**config.mk**
```make
export PLATFORM = sky130hd
export DESIGN_NAME = fft_peak_finder_flat
export DESIGN_NICKNAME = d
export VERILOG_FILES = /design/src/rtl/fft_peak_pkg.sv /design/src/rtl/fft_peak_finder_if.sv /design/src/rtl/fft_cplx_pwr.sv /design/src/rtl/fft_peak_finder.sv /design/src/flat_wrapper.sv
export SDC_FILE = /design/constraint.sdc
export NUM_CORES = 2
export LEC_CHECK = 0
export BUFFER_PORTS_ARGS = -buffer_cell sky130_fd_sc_hd__clkbuf_2
export CAP_MARGIN = 10
export CORE_ASPECT_RATIO = 0.75
export CORE_UTILIZATION = 59
export CTS_CLUSTER_DIAMETER = 200
export CTS_CLUSTER_SIZE = 30
export DETAILED_ROUTE_END_ITERATION = 12
export PLACE_DENSITY_LB_ADDON = 0.08
export SYNTH_ARGS = -nofsm -noshare
export SYNTH_HDL_FRONTEND = slang
export SYNTH_HIERARCHICAL = 1
export SYNTH_SLANG_ARGS = --single-unit
```
**constraint.sdc**
```tcl
create_clock -name clk -period 2.4 [get_ports clk]
set_input_delay 0.48 -clock clk [delete_from_list [all_inputs] [get_ports clk]]
set_output_delay 0.48 -clock clk [all_outputs]
set_load 0.005 [all_outputs]
```
**src/rtl/fft_peak_pkg.sv**
```systemverilog
// fft_peak_pkg: types and helpers shared by the FFT peak finder slice.
//   state_e    framing FSM state (StIdle, StInFrame)
//   pwr_width  width of an unsigned Re^2+Im^2 value for a given sample width
package fft_peak_pkg;

    typedef enum logic [0:0] {
        StIdle,
        StInFrame
    } state_e;

    // The sum of two squares of DW-bit signed values peaks at 2^(2*DW-1), so 2*DW bits suffice.
    function automatic int unsigned pwr_width(input int unsigned data_width);
        return 2 * data_width;
    endfunction

endpackage

```
**src/rtl/fft_peak_finder_if.sv**
```systemverilog
// fft_peak_finder_if: FFT source stream in, per-frame peak report out.
//   sink_sop/eop/valid, sink_Re/Im        frequency-domain beats from the FFT core
//   peak_valid/bin/pwr/Re/Im              strongest-bin report, one pulse per good frame
//   error                                 framing-violation pulse
// Modports: master = FFT source side (drives sink_*), slave = peak finder (drives peak_*/error).
interface fft_peak_finder_if #(
    parameter int unsigned POW        = 12,
    parameter int unsigned DATA_WIDTH = 20
);
    import fft_peak_pkg::*;

    localparam int unsigned PwrWidth = pwr_width(DATA_WIDTH);

    logic                         sink_sop;
    logic                         sink_eop;
    logic                         sink_valid;
    logic signed [DATA_WIDTH-1:0] sink_Re;
    logic signed [DATA_WIDTH-1:0] sink_Im;

    logic                         peak_valid;
    logic [POW-1:0]               peak_bin;
    logic [PwrWidth-1:0]          peak_pwr;
    logic signed [DATA_WIDTH-1:0] peak_Re;
    logic signed [DATA_WIDTH-1:0] peak_Im;
    logic                         error;

    modport master (
        output sink_sop, sink_eop, sink_valid, sink_Re, sink_Im,
        input  peak_valid, peak_bin, peak_pwr, peak_Re, peak_Im, error
    );

    modport slave (
        input  sink_sop, sink_eop, sink_valid, sink_Re, sink_Im,
        output peak_valid, peak_bin, peak_pwr, peak_Re, peak_Im, error
    );

endinterface

```
**src/rtl/fft_cplx_pwr.sv**
```systemverilog
// fft_cplx_pwr: two-stage Re^2+Im^2 pipeline with bin/sample/flag sideband.
//   clk, aclr_n                      clock, asynchronous active-low reset
//   valid_i, first_i, last_i         beat qualifier, first bin of frame, good end of frame
//   bin_i, re_i, im_i                bin index and complex sample
//   valid_o .. im_o                  same sideband delayed by two cycles
//   pwr_o                            unsigned Re^2+Im^2 aligned with the sideband
module fft_cplx_pwr
    import fft_peak_pkg::*;
#(
    parameter int unsigned POW        = 12,
    parameter int unsigned DATA_WIDTH = 20,
    localparam int unsigned PwrWidth  = pwr_width(DATA_WIDTH)
) (
    input  logic                         clk,
    input  logic                         aclr_n,
    input  logic                         valid_i,
    input  logic                         first_i,
    input  logic                         last_i,
    input  logic [POW-1:0]               bin_i,
    input  logic signed [DATA_WIDTH-1:0] re_i,
    input  logic signed [DATA_WIDTH-1:0] im_i,
    output logic                         valid_o,
    output logic                         first_o,
    output logic                         last_o,
    output logic [POW-1:0]               bin_o,
    output logic signed [DATA_WIDTH-1:0] re_o,
    output logic signed [DATA_WIDTH-1:0] im_o,
    output logic [PwrWidth-1:0]          pwr_o
);
    localparam int unsigned ProdWidth = 2 * DATA_WIDTH;

    logic signed [ProdWidth-1:0]  re_ext, im_ext, re_sq_d, im_sq_d;
    logic signed [ProdWidth-1:0]  s1_re_sq_q, s1_im_sq_q;
    logic                         s1_valid_q, s1_first_q, s1_last_q;
    logic [POW-1:0]               s1_bin_q;
    logic signed [DATA_WIDTH-1:0] s1_re_q, s1_im_q;
    logic                         s2_valid_q, s2_first_q, s2_last_q;
    logic [POW-1:0]               s2_bin_q;
    logic signed [DATA_WIDTH-1:0] s2_re_q, s2_im_q;
    logic [PwrWidth-1:0]          s2_pwr_q;

    always_comb begin
        re_ext  = ProdWidth'(re_i);
        im_ext  = ProdWidth'(im_i);
        re_sq_d = re_ext * re_ext;
        im_sq_d = im_ext * im_ext;
    end

    always_ff @(posedge clk or negedge aclr_n) begin
        if (!aclr_n) begin
            s1_valid_q <= 1'b0;
            s1_first_q <= 1'b0;
            s1_last_q  <= 1'b0;
            s1_bin_q   <= '0;
            s1_re_q    <= '0;
            s1_im_q    <= '0;
            s1_re_sq_q <= '0;
            s1_im_sq_q <= '0;
            s2_valid_q <= 1'b0;
            s2_first_q <= 1'b0;
            s2_last_q  <= 1'b0;
            s2_bin_q   <= '0;
            s2_re_q    <= '0;
            s2_im_q    <= '0;
            s2_pwr_q   <= '0;
        end else begin
            s1_valid_q <= valid_i;
            s1_first_q <= first_i;
            s1_last_q  <= last_i;
            s1_bin_q   <= bin_i;
            s1_re_q    <= re_i;
            s1_im_q    <= im_i;
            s1_re_sq_q <= re_sq_d;
            s1_im_sq_q <= im_sq_d;
            s2_valid_q <= s1_valid_q;
            s2_first_q <= s1_first_q;
            s2_last_q  <= s1_last_q;
            s2_bin_q   <= s1_bin_q;
            s2_re_q    <= s1_re_q;
            s2_im_q    <= s1_im_q;
            // Squares are non-negative, so the unsigned sum cannot wrap.
            s2_pwr_q   <= PwrWidth'($unsigned(s1_re_sq_q)) + PwrWidth'($unsigned(s1_im_sq_q));
        end
    end

    assign valid_o = s2_valid_q;
    assign first_o = s2_first_q;
    assign last_o  = s2_last_q;
    assign bin_o   = s2_bin_q;
    assign re_o    = s2_re_q;
    assign im_o    = s2_im_q;
    assign pwr_o   = s2_pwr_q;

endmodule

```
**src/rtl/fft_peak_finder.sv**
```systemverilog
// fft_peak_finder: tracks the strongest bin of each FFT frame and checks frame framing.
//   clk      clock, rising edge
//   aclr_n   asynchronous active-low reset; discards any partial frame
//   bus      fft_peak_finder_if.slave: sink_* stream in, peak_* report and error pulse out
// Build option: define FFT_PEAK_HALF_SPECTRUM_EN to restrict the max search to bins 0..N/2-1.
module fft_peak_finder
    import fft_peak_pkg::*;
#(
    parameter int unsigned POW        = 12,
    parameter int unsigned DATA_WIDTH = 20
) (
    input logic              clk,
    input logic              aclr_n,
    fft_peak_finder_if.slave bus
);
    localparam int unsigned    PwrWidth = pwr_width(DATA_WIDTH);
    localparam logic [POW-1:0] LastBin  = {POW{1'b1}};

    state_e         state_q;
    logic [POW-1:0] bin_q;
    logic           error_q;

    logic           beat_acc, beat_err, beat_last, beat_first, at_last;
    logic [POW-1:0] beat_bin;

    // A sop always restarts the count, whether or not a frame was open.
    always_comb begin
        beat_bin   = bus.sink_sop ? '0 : bin_q;
        beat_first = (beat_bin == '0);
        at_last    = (beat_bin == LastBin);
        beat_acc   = bus.sink_valid && (bus.sink_sop || state_q == StInFrame);
        // eop must coincide exactly with the last bin; either mismatch abandons the frame.
        beat_err   = bus.sink_valid && ((state_q == StIdle && !bus.sink_sop)
                                     || (state_q == StInFrame && bus.sink_sop)
                                     || (bus.sink_eop != at_last));
        beat_last  = beat_acc && bus.sink_eop && !beat_err;
    end

    always_ff @(posedge clk or negedge aclr_n) begin
        if (!aclr_n) begin
            state_q <= StIdle;
            bin_q   <= '0;
            error_q <= 1'b0;
        end else begin
            error_q <= beat_err;
            if (beat_acc) begin
                if (bus.sink_eop || at_last) begin
                    state_q <= StIdle;
                    bin_q   <= '0;
                end else begin
                    state_q <= StInFrame;
                    bin_q   <= beat_bin + POW'(1);
                end
            end
        end
    end

    logic                         p_valid, p_first, p_last;
    logic [POW-1:0]               p_bin;
    logic signed [DATA_WIDTH-1:0] p_re, p_im;
    logic [PwrWidth-1:0]          p_pwr;

    fft_cplx_pwr #(
        .POW        (POW),
        .DATA_WIDTH (DATA_WIDTH)
    ) u_pwr (
        .clk     (clk),
        .aclr_n  (aclr_n),
        .valid_i (beat_acc),
        .first_i (beat_first),
        .last_i  (beat_last),
        .bin_i   (beat_bin),
        .re_i    (bus.sink_Re),
        .im_i    (bus.sink_Im),
        .valid_o (p_valid),
        .first_o (p_first),
        .last_o  (p_last),
        .bin_o   (p_bin),
        .re_o    (p_re),
        .im_o    (p_im),
        .pwr_o   (p_pwr)
    );

    logic [POW-1:0]               max_bin_q, peak_bin_q;
    logic [PwrWidth-1:0]          max_pwr_q, peak_pwr_q;
    logic signed [DATA_WIDTH-1:0] max_re_q, max_im_q, peak_re_q, peak_im_q;
    logic                         done_q, peak_valid_q;
    logic                         in_range, take;

    always_comb begin
`ifdef FFT_PEAK_HALF_SPECTRUM_EN
        in_range = !p_bin[POW-1];
`else
        in_range = 1'b1;
`endif
        // Strict compare keeps the lowest index on ties; bin 0 always reloads.
        take = p_valid && (p_first || (in_range && (p_pwr > max_pwr_q)));
    end

    // done_q gives one cycle for the final bin to settle in the tracker before it is published.
    always_ff @(posedge clk or negedge aclr_n) begin
        if (!aclr_n) begin
            max_bin_q    <= '0;
            max_pwr_q    <= '0;
            max_re_q     <= '0;
            max_im_q     <= '0;
            done_q       <= 1'b0;
            peak_valid_q <= 1'b0;
            peak_bin_q   <= '0;
            peak_pwr_q   <= '0;
            peak_re_q    <= '0;
            peak_im_q    <= '0;
        end else begin
            if (take) begin
                max_bin_q <= p_bin;
                max_pwr_q <= p_pwr;
                max_re_q  <= p_re;
                max_im_q  <= p_im;
            end
            done_q       <= p_valid && p_last;
            peak_valid_q <= done_q;
            if (done_q) begin
                peak_bin_q <= max_bin_q;
                peak_pwr_q <= max_pwr_q;
                peak_re_q  <= max_re_q;
                peak_im_q  <= max_im_q;
            end
        end
    end

    assign bus.peak_valid = peak_valid_q;
    assign bus.peak_bin   = peak_bin_q;
    assign bus.peak_pwr   = peak_pwr_q;
    assign bus.peak_Re    = peak_re_q;
    assign bus.peak_Im    = peak_im_q;
    assign bus.error      = error_q;

endmodule

```
**src/flat_wrapper.sv**
```systemverilog
// flat-port wrapper written by rule: the top's interface ports become plain ports
module fft_peak_finder_flat import fft_peak_pkg::*;
#(
    parameter int unsigned POW        = 12,
    parameter int unsigned DATA_WIDTH = 20
)
  (clk, aclr_n, bus_sink_sop, bus_sink_eop, bus_sink_valid, bus_sink_Re, bus_sink_Im, bus_peak_valid, bus_peak_bin, bus_peak_pwr, bus_peak_Re, bus_peak_Im, bus_error);
  fft_peak_finder_if #(.POW(POW), .DATA_WIDTH(DATA_WIDTH)) bus_i ();
  input logic clk;
  input logic aclr_n;
  input wire logic [$bits(bus_i.sink_sop)-1:0] bus_sink_sop;
  input wire logic [$bits(bus_i.sink_eop)-1:0] bus_sink_eop;
  input wire logic [$bits(bus_i.sink_valid)-1:0] bus_sink_valid;
  input wire logic [$bits(bus_i.sink_Re)-1:0] bus_sink_Re;
  input wire logic [$bits(bus_i.sink_Im)-1:0] bus_sink_Im;
  output wire logic [$bits(bus_i.peak_valid)-1:0] bus_peak_valid;
  output wire logic [$bits(bus_i.peak_bin)-1:0] bus_peak_bin;
  output wire logic [$bits(bus_i.peak_pwr)-1:0] bus_peak_pwr;
  output wire logic [$bits(bus_i.peak_Re)-1:0] bus_peak_Re;
  output wire logic [$bits(bus_i.peak_Im)-1:0] bus_peak_Im;
  output wire logic [$bits(bus_i.error)-1:0] bus_error;
  assign bus_i.sink_sop = bus_sink_sop;
  assign bus_i.sink_eop = bus_sink_eop;
  assign bus_i.sink_valid = bus_sink_valid;
  assign bus_i.sink_Re = bus_sink_Re;
  assign bus_i.sink_Im = bus_sink_Im;
  assign bus_peak_valid = bus_i.peak_valid;
  assign bus_peak_bin = bus_i.peak_bin;
  assign bus_peak_pwr = bus_i.peak_pwr;
  assign bus_peak_Re = bus_i.peak_Re;
  assign bus_peak_Im = bus_i.peak_Im;
  assign bus_error = bus_i.error;
  fft_peak_finder #(.POW(POW), .DATA_WIDTH(DATA_WIDTH)) u_core (.clk(clk), .aclr_n(aclr_n), .bus(bus_i));
endmodule
```
==> flow_summary.ini <==
[yosys]
synth_top_cell_by_area = fa_1
synth_edf_count = 0
yosysWarningCount = 6
synthCells = 3945
synth_area_leaders = fa_1, dfrtp_1, ha_1
synth_area_per_cell_sq_um = 11.0
yosysSeqAreaShare_pct = 24.6
yosysTopAreaCellShare_pct = 35.4
ys_ff_latch = 426
synth.most_common_cell = inv_1
synthArstFlopShare_pct = 100
synth_top_flop_cell = dfrtp_1
synth_cell_types = 84
synth_area_sq_um = 43400
synthTopCellsByCount = inv_1, fa_1, dfrtp_1, ha_1, nand2_1

[routing]
num_vias = 30300
ant_nets = 0
via_per_inst = 5.20
dr.pass1.iters = 11
wl_um = 103000
first_iter_violations = 1549
drc = 20
post_drt_wl_per_cell_um = 17.7

[sta]
fin_skew_ps = 41.5
rsz0062_at_grt = yes
fmax_mhz = 163
tns_ps = -254840
hold_violations = 0
setup_ws_ps = -3730
finalSetupViolations = 184
period_share_pct = 255
period_minus_slack_ps = 6130
slew_violations = 0

[min_path]
worst_hold_startpoint = bus_sink_Im[13]
min_path_type = input pin to flop

[cts]
htree_levels = 1
clkSlewWorstSetupHoldPaths_ps = 150
clockBufferDepth = 3
clk_latency_ps = 590
cts_num_sinks = 426
cts_buffers = 18
cts_tree = yes
cts_root_buf = clkbuf_16

[die]
fp-row-count = 85
die_h_um = 237
dieArea_sq_um = 74700
die_w_um = 315
io_pins = 139
initial_core_util_pct = 60.0
core_region_area_sq_um = 72300

[critical_path]
arrival_ps = 6660
critical_path_class = input pin to flop
crit_required_ps = 2930
crit_fanout = 4
cp-startpoint = bus_sink_Im[10]
cp-start-kind = input pin
r2r_start = u_core/u_pwr/pwr_o[10]
endpoint_kind = flop

[layout]
drive_gt1_share_pct = 37.1
layoutNonFillerInstCount = 5826
syn_to_final_growth_pct = 30.2
final_util_pct = 78.1
final_area_sq_um = 56500
fin_nets = 5976

[place]
place_inst = 5665
place_area_sq_um = 51900
portBuffers = 138
gp_congestion = 0.893
hpwl_um = 79100

[global_routing]
grt_pass1_wl_um = 163000
antenna_found_initial = 5
grt_overflow_total = 0
grt_usage_pct = 27.5
grt_pass1_vias = 32700
grt_max_degree = 71

[outcome]
status = complete, but fails checks
violations = DRC, setup timing

[job]
cap_violations = 0
[cell usage in the layout (no fill, tap or decap), types with 15 or more instances in the layout]
cell,synthesis,final
clkbuf_16,0,32
ha_4,0,87
and2_1,158,117
inv_1,965,870
buf_4,2,690
fa_1,767,704
a21o_1,36,36
o21ai_1,16,19
xnor2_1,101,88
ha_1,298,208
buf_8,0,36
nand2b_1,18,17
nand2_1,292,216
o211ai_1,16,16
nand2_4,0,27
buf_6,0,93
clkbuf_2,0,98
fa_2,0,63
mux2_2,109,101
and2_4,2,43
a21oi_2,2,46
o21a_1,16,15
buf_12,9,46
mux2_4,80,88
o21ai_2,0,21
nor2_1,97,75
nor2b_1,50,46
inv_2,0,83
dfrtp_1,426,423
xor2_1,38,36
nand2_2,0,48
nand3_1,20,15
a21oi_1,101,47
[per-layer routing]
metal / routed length (um) / track usage (%)
met2: 50800 / 44.9
met1: 44700 / 39.6
met3: 5370 / 3.79
met4: 2420 / 5.71
met5: 0 / 0
[flip-flops by register name, summed over array words and instances, names as in the netlist, 12 cells and up]
register                 cells
u_core/bus.peak_pwr         40
u_core/max_pwr_q            40
u_core/u_pwr/pwr_o          40
u_core/u_pwr/s1_im_sq_q     38
u_core/u_pwr/s1_re_sq_q     38
u_core/bus.peak_Im          20
u_core/bus.peak_Re          20
u_core/max_im_q             20
u_core/max_re_q             20
u_core/u_pwr/im_o           20
u_core/u_pwr/re_o           20
u_core/u_pwr/s1_im_q        20
u_core/u_pwr/s1_re_q        20
u_core/bin_q                12
u_core/bus.peak_bin         12
u_core/max_bin_q            12
u_core/u_pwr/bin_o          12
u_core/u_pwr/s1_bin_q       12
[critical path, stage by stage]
cell and delay, ps:
clkbuf_16 130, buf_8 130, and2_4 150, fa_1 560
inv_2 60, fa_2 570, fa_1 460, fa_1 500
inv_1 50, fa_2 420, fa_1 520, inv_1 50
fa_1 510, inv_2 50, ha_4 290, nand3_4 100
a211oi_4 250, a22o_4 200, nand3_4 70, and2_4 190
o31ai_4 310, a41oi_4 190, a211o_1 330, o211ai_1 80
[final timing paths]
path	cells after the start	slack, ps	end
min	1	40	u_core/u_pwr/s1_im_q[13]
max in group asynchronous	3	1230	u_core/u_pwr/pwr_o[33]
min in group asynchronous	2	390	u_core/bus.peak_Re[13]
min reg2reg	0	350	u_core/u_pwr/re_o[7]
max	24	-3730	u_core/u_pwr/s1_im_sq_q[39]
max reg2reg	10	-500	u_core/max_pwr_q[27]
[through the flow]
stage / hold slack [ps] / setup slack (ps)
2_1_floorplan: 184 / -4060
3_3_place_gp: 331 / -4380
3_5_place_dp: 335 / -4500
4_1_cts: 25.0 / -3670
5_1_grt: 30.9 / -3880
6_report: 39.4 / -3730
[kinds of logic after synthesis]
group	after synthesis	share of synthesized area (%)
buffers and inverters	1067	9.58
XOR/XNOR	139	2.80
multiplexers	191	5.64
other	1	0.00864
adder cells (fa/ha/maj)	1065	44.0
flip-flops	426	24.6
AND/OR/NAND/NOR	719	8.13
AO/OA/AOI/OAI	337	5.30
[cell type report]
class	instances	area, sq um
multi-input cells	2453	31600
fillers	4575	15800
flip-flops and latches	426	10700
repair buffers	1002	8880
inverters	965	3670
well taps	957	1200
clock buffers	19	454
clock inverters	3	48.8
diodes	1	2.50
[timing repair]
item | CTS | global route
hold endpoints to repair | 43 | 0
pin swaps | 153 | 216
gates resized for setup | 280 | 402
gates cloned | 7 | 8
hold buffers | 1 | 0
setup buffers | 70 | 80
endpoints found under the setup margin | 188 | 191
Power is not shown: default switching activity piles up to over one toggle a cycle in this logic, so the estimate is an artifact.
